`src/rtl/mac_exec_stage.sv`:
```
// Execute/writeback stage of the mixer DSP core: fixed-point multiply, add/sub and
// accumulator ops with a 3-cycle issue-to-writeback latency and read-after-write hazard reporting.
module mac_exec_stage #(
    parameter int DATA_WIDTH    = 32,
    parameter int REGADDR_WIDTH = 5,
    parameter int FRAC_BITS     = 24,
    parameter int ACC_WIDTH     = 72
) (
    input  logic                     clk,
    input  logic                     reset,
    input  logic                     in_valid,
    input  logic [2:0]               in_op,
    input  logic [REGADDR_WIDTH-1:0] in_dest,
    input  logic [REGADDR_WIDTH-1:0] in_addr_a,
    input  logic [REGADDR_WIDTH-1:0] in_addr_b,
    input  logic [DATA_WIDTH-1:0]    dataA,
    input  logic [DATA_WIDTH-1:0]    dataB,
    input  logic                     flags_clr,
    output logic                     wb_en,
    output logic [REGADDR_WIDTH-1:0] wb_addr,
    output logic [DATA_WIDTH-1:0]    wb_data,
    output logic                     hazard,
    output logic                     hazard_err,
    output logic                     sat_flag
);

    localparam int PW = 2 * DATA_WIDTH;
    // One guard bit above the accumulator holds every intermediate without wrapping.
    localparam int XW = ACC_WIDTH + 1;

    typedef enum logic [2:0] {
        OP_NOP   = 3'd0,
        OP_MUL   = 3'd1,
        OP_MAC   = 3'd2,
        OP_MSUB  = 3'd3,
        OP_ADD   = 3'd4,
        OP_SUB   = 3'd5,
        OP_ACCW  = 3'd6,
        OP_ACCLD = 3'd7
    } op_e;

    function automatic logic op_writes(input op_e op);
        return (op == OP_MUL) || (op == OP_ADD) || (op == OP_SUB) || (op == OP_ACCW);
    endfunction

    // Returns {clipped, value} saturated to the DATA_WIDTH signed range.
    function automatic logic [DATA_WIDTH:0] sat_data(input logic signed [XW-1:0] x);
        logic signed [XW-1:0] max_v;
        logic signed [XW-1:0] min_v;
        max_v = {{(XW-DATA_WIDTH+1){1'b0}}, {(DATA_WIDTH-1){1'b1}}};
        min_v = {{(XW-DATA_WIDTH+1){1'b1}}, {(DATA_WIDTH-1){1'b0}}};
        if (x > max_v) begin
            sat_data = {1'b1, max_v[DATA_WIDTH-1:0]};
        end else if (x < min_v) begin
            sat_data = {1'b1, min_v[DATA_WIDTH-1:0]};
        end else begin
            sat_data = {1'b0, x[DATA_WIDTH-1:0]};
        end
    endfunction

    // Stage 1: op/dest captured at issue
    logic                     s1_valid_q, s1_valid_d;
    op_e                      s1_op_q, s1_op_d;
    logic [REGADDR_WIDTH-1:0] s1_dest_q, s1_dest_d;

    // Stage 2: operands and full-precision product
    logic                     s2_valid_q, s2_valid_d;
    op_e                      s2_op_q, s2_op_d;
    logic [REGADDR_WIDTH-1:0] s2_dest_q, s2_dest_d;
    logic [DATA_WIDTH-1:0]    s2_a_q, s2_a_d;
    logic [DATA_WIDTH-1:0]    s2_b_q, s2_b_d;
    logic signed [PW-1:0]     s2_prod_q, s2_prod_d;

    // Stage 3: writeback port, accumulator and sticky flags
    logic                        wb_en_q, wb_en_d;
    logic [REGADDR_WIDTH-1:0]    wb_addr_q, wb_addr_d;
    logic [DATA_WIDTH-1:0]       wb_data_q, wb_data_d;
    logic signed [ACC_WIDTH-1:0] acc_q, acc_d;
    logic                        sat_flag_q, sat_flag_d;
    logic                        hazard_err_q, hazard_err_d;

    logic signed [PW-1:0] a_wide;
    logic signed [PW-1:0] b_wide;

    always_comb begin
        s1_valid_d = in_valid;
        s1_op_d    = op_e'(in_op);
        s1_dest_d  = in_dest;

        a_wide     = {{DATA_WIDTH{dataA[DATA_WIDTH-1]}}, dataA};
        b_wide     = {{DATA_WIDTH{dataB[DATA_WIDTH-1]}}, dataB};
        s2_valid_d = s1_valid_q;
        s2_op_d    = s1_op_q;
        s2_dest_d  = s1_dest_q;
        s2_a_d     = dataA;
        s2_b_d     = dataB;
        s2_prod_d  = a_wide * b_wide;
    end

    logic signed [XW-1:0] prod_x;
    logic signed [XW-1:0] a_x;
    logic signed [XW-1:0] b_x;
    logic signed [XW-1:0] acc_x;
    logic signed [XW-1:0] acc_sum;
    logic signed [XW-1:0] res_pre;
    logic [DATA_WIDTH:0]  res_sat;
    logic                 res_wr;
    logic                 acc_clip;
    logic                 sat_event;

    always_comb begin
        prod_x  = {{(XW-PW){s2_prod_q[PW-1]}}, s2_prod_q};
        a_x     = {{(XW-DATA_WIDTH){s2_a_q[DATA_WIDTH-1]}}, s2_a_q};
        b_x     = {{(XW-DATA_WIDTH){s2_b_q[DATA_WIDTH-1]}}, s2_b_q};
        acc_x   = {acc_q[ACC_WIDTH-1], acc_q};
        acc_sum = (s2_op_q == OP_MSUB) ? (acc_x - prod_x) : (acc_x + prod_x);

        res_pre   = '0;
        res_wr    = 1'b0;
        acc_clip  = 1'b0;
        acc_d     = acc_q;
        wb_en_d   = 1'b0;
        wb_addr_d = wb_addr_q;
        wb_data_d = wb_data_q;

        if (s2_valid_q) begin
            case (s2_op_q)
                OP_MUL: begin
                    res_pre = prod_x >>> FRAC_BITS;
                    res_wr  = 1'b1;
                end
                OP_ADD: begin
                    res_pre = a_x + b_x;
                    res_wr  = 1'b1;
                end
                OP_SUB: begin
                    res_pre = a_x - b_x;
                    res_wr  = 1'b1;
                end
                OP_ACCW: begin
                    res_pre = acc_x >>> FRAC_BITS;
                    res_wr  = 1'b1;
                end
                OP_MAC, OP_MSUB: begin
                    // Guard bit disagreeing with the accumulator sign bit means overflow.
                    if (acc_sum[XW-1] != acc_sum[XW-2]) begin
                        acc_clip = 1'b1;
                        acc_d    = acc_sum[XW-1] ? {1'b1, {(ACC_WIDTH-1){1'b0}}}
                                                 : {1'b0, {(ACC_WIDTH-1){1'b1}}};
                    end else begin
                        acc_d = acc_sum[ACC_WIDTH-1:0];
                    end
                end
                OP_ACCLD: acc_d = prod_x[ACC_WIDTH-1:0];
                default: ;
            endcase
        end

        res_sat   = sat_data(res_pre);
        sat_event = (res_wr && res_sat[DATA_WIDTH]) || acc_clip;

        if (res_wr && (s2_dest_q != '0)) begin
            wb_en_d   = 1'b1;
            wb_addr_d = s2_dest_q;
            wb_data_d = res_sat[DATA_WIDTH-1:0];
        end
    end

    // In-flight writers: S1, S2, and the op currently on the write port.
    logic [2:0]               pend_wr;
    logic [REGADDR_WIDTH-1:0] pend_dest [3];
    logic [2:0]               hit_a;
    logic [2:0]               hit_b;

    always_comb begin
        pend_wr[0]   = s1_valid_q && op_writes(s1_op_q);
        pend_dest[0] = s1_dest_q;
        pend_wr[1]   = s2_valid_q && op_writes(s2_op_q);
        pend_dest[1] = s2_dest_q;
        pend_wr[2]   = wb_en_q;
        pend_dest[2] = wb_addr_q;
    end

    genvar gi;
    generate
        for (gi = 0; gi < 3; gi++) begin : g_hazard
            assign hit_a[gi] = pend_wr[gi] && (pend_dest[gi] == in_addr_a);
            assign hit_b[gi] = pend_wr[gi] && (pend_dest[gi] == in_addr_b);
        end
    endgenerate

    assign hazard = in_valid && (((in_addr_a != '0) && (|hit_a)) ||
                                 ((in_addr_b != '0) && (|hit_b)));

    // A set event in the same cycle as flags_clr leaves the flag set.
    always_comb begin
        sat_flag_d   = sat_event || (sat_flag_q && !flags_clr);
        hazard_err_d = hazard || (hazard_err_q && !flags_clr);
    end

    always_ff @(posedge clk or posedge reset) begin
        if (reset) begin
            s1_valid_q   <= 1'b0;
            s1_op_q      <= OP_NOP;
            s1_dest_q    <= '0;
            s2_valid_q   <= 1'b0;
            s2_op_q      <= OP_NOP;
            s2_dest_q    <= '0;
            s2_a_q       <= '0;
            s2_b_q       <= '0;
            s2_prod_q    <= '0;
            wb_en_q      <= 1'b0;
            wb_addr_q    <= '0;
            wb_data_q    <= '0;
            acc_q        <= '0;
            sat_flag_q   <= 1'b0;
            hazard_err_q <= 1'b0;
        end else begin
            s1_valid_q   <= s1_valid_d;
            s1_op_q      <= s1_op_d;
            s1_dest_q    <= s1_dest_d;
            s2_valid_q   <= s2_valid_d;
            s2_op_q      <= s2_op_d;
            s2_dest_q    <= s2_dest_d;
            s2_a_q       <= s2_a_d;
            s2_b_q       <= s2_b_d;
            s2_prod_q    <= s2_prod_d;
            wb_en_q      <= wb_en_d;
            wb_addr_q    <= wb_addr_d;
            wb_data_q    <= wb_data_d;
            acc_q        <= acc_d;
            sat_flag_q   <= sat_flag_d;
            hazard_err_q <= hazard_err_d;
        end
    end

    assign wb_en      = wb_en_q;
    assign wb_addr    = wb_addr_q;
    assign wb_data    = wb_data_q;
    assign sat_flag   = sat_flag_q;
    assign hazard_err = hazard_err_q;

endmodule

```
`config.mk`:
```
export PLATFORM = sky130hd
export DESIGN_NAME = mac_exec_stage
export DESIGN_NICKNAME = d
export VERILOG_FILES = /design/src/rtl/mac_exec_stage.sv
export SDC_FILE = /design/constraint.sdc
export NUM_CORES = 2
export LEC_CHECK = 0
export CAP_MARGIN = 20
export CORE_ASPECT_RATIO = 0.5
export CORE_UTILIZATION = 55
export CTS_CLUSTER_SIZE = 16
export DETAILED_ROUTE_END_ITERATION = 6
export PLACE_DENSITY_LB_ADDON = 0.05
export SLEW_MARGIN = 20
export SYNTH_ARGS = -nofsm -noshare
export SYNTH_HDL_FRONTEND = slang
export SYNTH_SLANG_ARGS = --single-unit
export TNS_END_PERCENT = 5
```
`constraint.sdc`:
```
create_clock -name clk -period 19.35 [get_ports clk]
set_input_delay 2.9025 -clock clk [delete_from_list [all_inputs] [get_ports clk]]
set_output_delay 2.9025 -clock clk [all_outputs]
set_load 0.005 [all_outputs]
```
==> impl_results.md <==
- Status: finished clean
- Via count: 44000
- Mapped Avg Cell Area: 9.04 um^2
- # rows: 81
- Final min period: 11440 ps
- Vias in the first global route: 45300
- Post-CTS setup buffer count: 0
- Fin cells: 7325
- Initial antenna violation count: 22
- # setup viols final: 0
- Setup TNS: 0 ps
- Share of post-route cells with drive strength above 1: 3.29%
- Post-synth EDFFs: 0
- Sequential cell area fraction in the yosys report: 11.8%
- Ys flop type: dfrtp_1
- Top Ports: 127
- Final hold viol count: 0
- CP max stage delay: 990 ps
- Yosys warnings: 0
- Clock buffer count from CTS: 34
- Nets: 7460
- Max Cap Violations: 0
- CP arrival: 11860 ps
- Die area: 0.101 mm^2
- Syn nets: 7529
- Drt wl/cell: 24.7 um
- Worst-Margin Slew: 1130 ps
- Period utilization: 59.1%
- Total clock sinks: 258
- Die X-Extent: 447 um
- GPL Wtd Cong: 0.960
- CTS root buffer: clkbuf_16
- Final-report max-slew violation count: 0
- Final wirelength: 181000 um
- Multi-input gate area: 0.0429 mm^2
- Worst EP required: 19770 ps
- Gate Count Post-Synth: 6037
- Number of synthesized register bits: 258
- Post-DP HPWL: 135000 um
- Total track usage: 36.6%
- FF+latch area: 0.00646 mm^2
- Slew Limit Headroom: 24.2%
- Core area: 0.0980 mm^2
- Inst Count DP: 7260
- Skew-Pair Late Insertion Delay: 580 ps
- CP top delay family: adder cells
- Clock Tree Buf Depth: 3
- Avg Vias per Cell: 6.01
- Crit-path max FO: 33
- FILL cells: 8638
- Critical-path top delay cell: fa_1
- CP endpoint kind: register
- Detailed router's first-iteration violation count: 4328
- DIE HEIGHT: 225 um
- DRT antenna net count: 0
- WP buf/inv: 9
- Post-cts resize count: 0
- Crit path kind: input port to register
- Fmax: 0.0874 GHz
- H-tree Lvls: 2
- RSZ-0062 raised after global routing: false
- Min-delay worst type: register to register
- Pre-antenna DRT Iters: 6
- Library cells used by synthesis: 78
- Layout area overhead: 6.64%
- Ys async rst share: 100%
- Post-Syn Area: 0.0546 mm^2
- Total gr overflow: 0
- CTS tree: yes
- Drc violations: 0
- Starting Density: 55.7%
- Critical Path Most Common Cell: fa_1
- Clock transition at path regs: 60 ps
- Worst Clk Skew: 28.8 ps
- Cts hold-fix bufs: 0
- Largest net degree at the start of global routing: 134
- Startpoint Class: input port
- First-pass GRT wire length: 276000 um
- PortBufs: 126
## cell usage after synthesis, types with 14 or more instances
| cell | number | area share, % |
|---|---|---|
| o21bai_1 | 36 | 0.50 |
| and2_1 | 526 | 6.0 |
| fa_1 | 1085 | 40 |
| xnor2_1 | 143 | 2.3 |
| nand2b_1 | 35 | 0.40 |
| clkbuf_1 | 310 | 2.1 |
| o221ai_1 | 14 | 0.22 |
| a21oi_1 | 298 | 2.7 |
| a21o_1 | 71 | 0.98 |
| and3_1 | 24 | 0.28 |
| or3_1 | 20 | 0.23 |
| xor2_1 | 92 | 1.5 |
| ha_1 | 321 | 7.4 |
| o21ai_0 | 147 | 1.3 |
| o21a_1 | 22 | 0.30 |
| nor4_1 | 25 | 0.29 |
| o31ai_1 | 17 | 0.23 |
| nand2_1 | 684 | 4.7 |
| nor2b_1 | 26 | 0.30 |
| o22a_1 | 30 | 0.48 |
| nand3_1 | 55 | 0.50 |
| inv_1 | 1061 | 7.3 |
| nor2_1 | 282 | 1.9 |
| dfrtp_1 | 258 | 12 |
| a211oi_1 | 20 | 0.28 |
| nor3_1 | 41 | 0.38 |
| a221o_1 | 22 | 0.40 |
| a31oi_1 | 53 | 0.61 |
| a22oi_1 | 58 | 0.80 |
| o211ai_1 | 19 | 0.26 |
| a222oi_1 | 16 | 0.29 |
| nand4_1 | 32 | 0.37 |
## cell families after synthesis
kind of cell | share of synthesized area (%)
buf+inv | 9.54
simple gates | 16.2
flops | 11.8
mux | 0.115
fa+ha+maj | 47.2
xor+xnor | 3.77
compound gates | 11.4
## cell usage in the layout (no fill, tap or decap), types with 143 or more instances in the layout
cell type / instances
a21oi_1: 297
and2_1: 526
dfrtp_1: 258
fa_1: 1085
ha_1: 321
inv_1: 1060
nand2_1: 684
nor2_1: 281
o21ai_0: 146
xnor2_1: 143
## per-layer routing
layer | global-route usage, % | wire (um)
met5 | 0 | 21
met4 | 10.8 | 5720
met3 | 7.52 | 19100
met2 | 54.9 | 78400
met1 | 53.5 | 77500
## layout make-up
cell class / count / area share, %
multi-input cells: 4395 / 73.8
clock buffers: 40 / 1.59
diodes: 4 / 0.0172
flip-flops and latches: 258 / 11.1
well taps: 1328 / 2.86
repair buffers: 216 / 3.33
clock inverters: 21 / 0.445
inverters: 1063 / 6.87
## worst paths after layout
kind / startpoint / to / slack (ps) / cells after the start
max in group asynchronous: reset / s2_b_q[2] / 14870 / 3
setup reg to reg: s2_prod_q[10] / acc_q[65] / 11140 / 20
setup / recovery: dataB[5] / s2_prod_q[63] / 7910 / 29
min in group asynchronous: reset / wb_data[20] / 2960 / 2
hold reg to reg: s1_valid_q / s2_valid_q / 390 / 0
hold / removal: s1_valid_q / s2_valid_q / 390 / 0
## flip-flops by register name, summed over array words and instances (netlist names)
name,cells
s2_b_q,32
hazard_err,1
s2_valid_q,1
s2_dest_q,5
sat_flag,1
s2_prod_q,64
wb_addr,5
s1_op_q,3
wb_data,32
s2_op_q,3
s2_a_q,32
acc_q,72
s1_valid_q,1
wb_en,1
s1_dest_q,5
## through the flow
step	area, um^2	util, %	hold WS (ps)	worst slack, ps
after floorplan	54600	-	353	9070
after global placement	57000	58.2	368	7460
after detailed placement	57000	58.2	369	7410
after CTS	58200	59.4	391	7980
after global routing	58200	59.4	396	7590
final	58200	59.4	385	7910
Power is left out: the tool's default activity adds up to more than one toggle a clock period on the data nets, which glitch-free logic cannot reach.
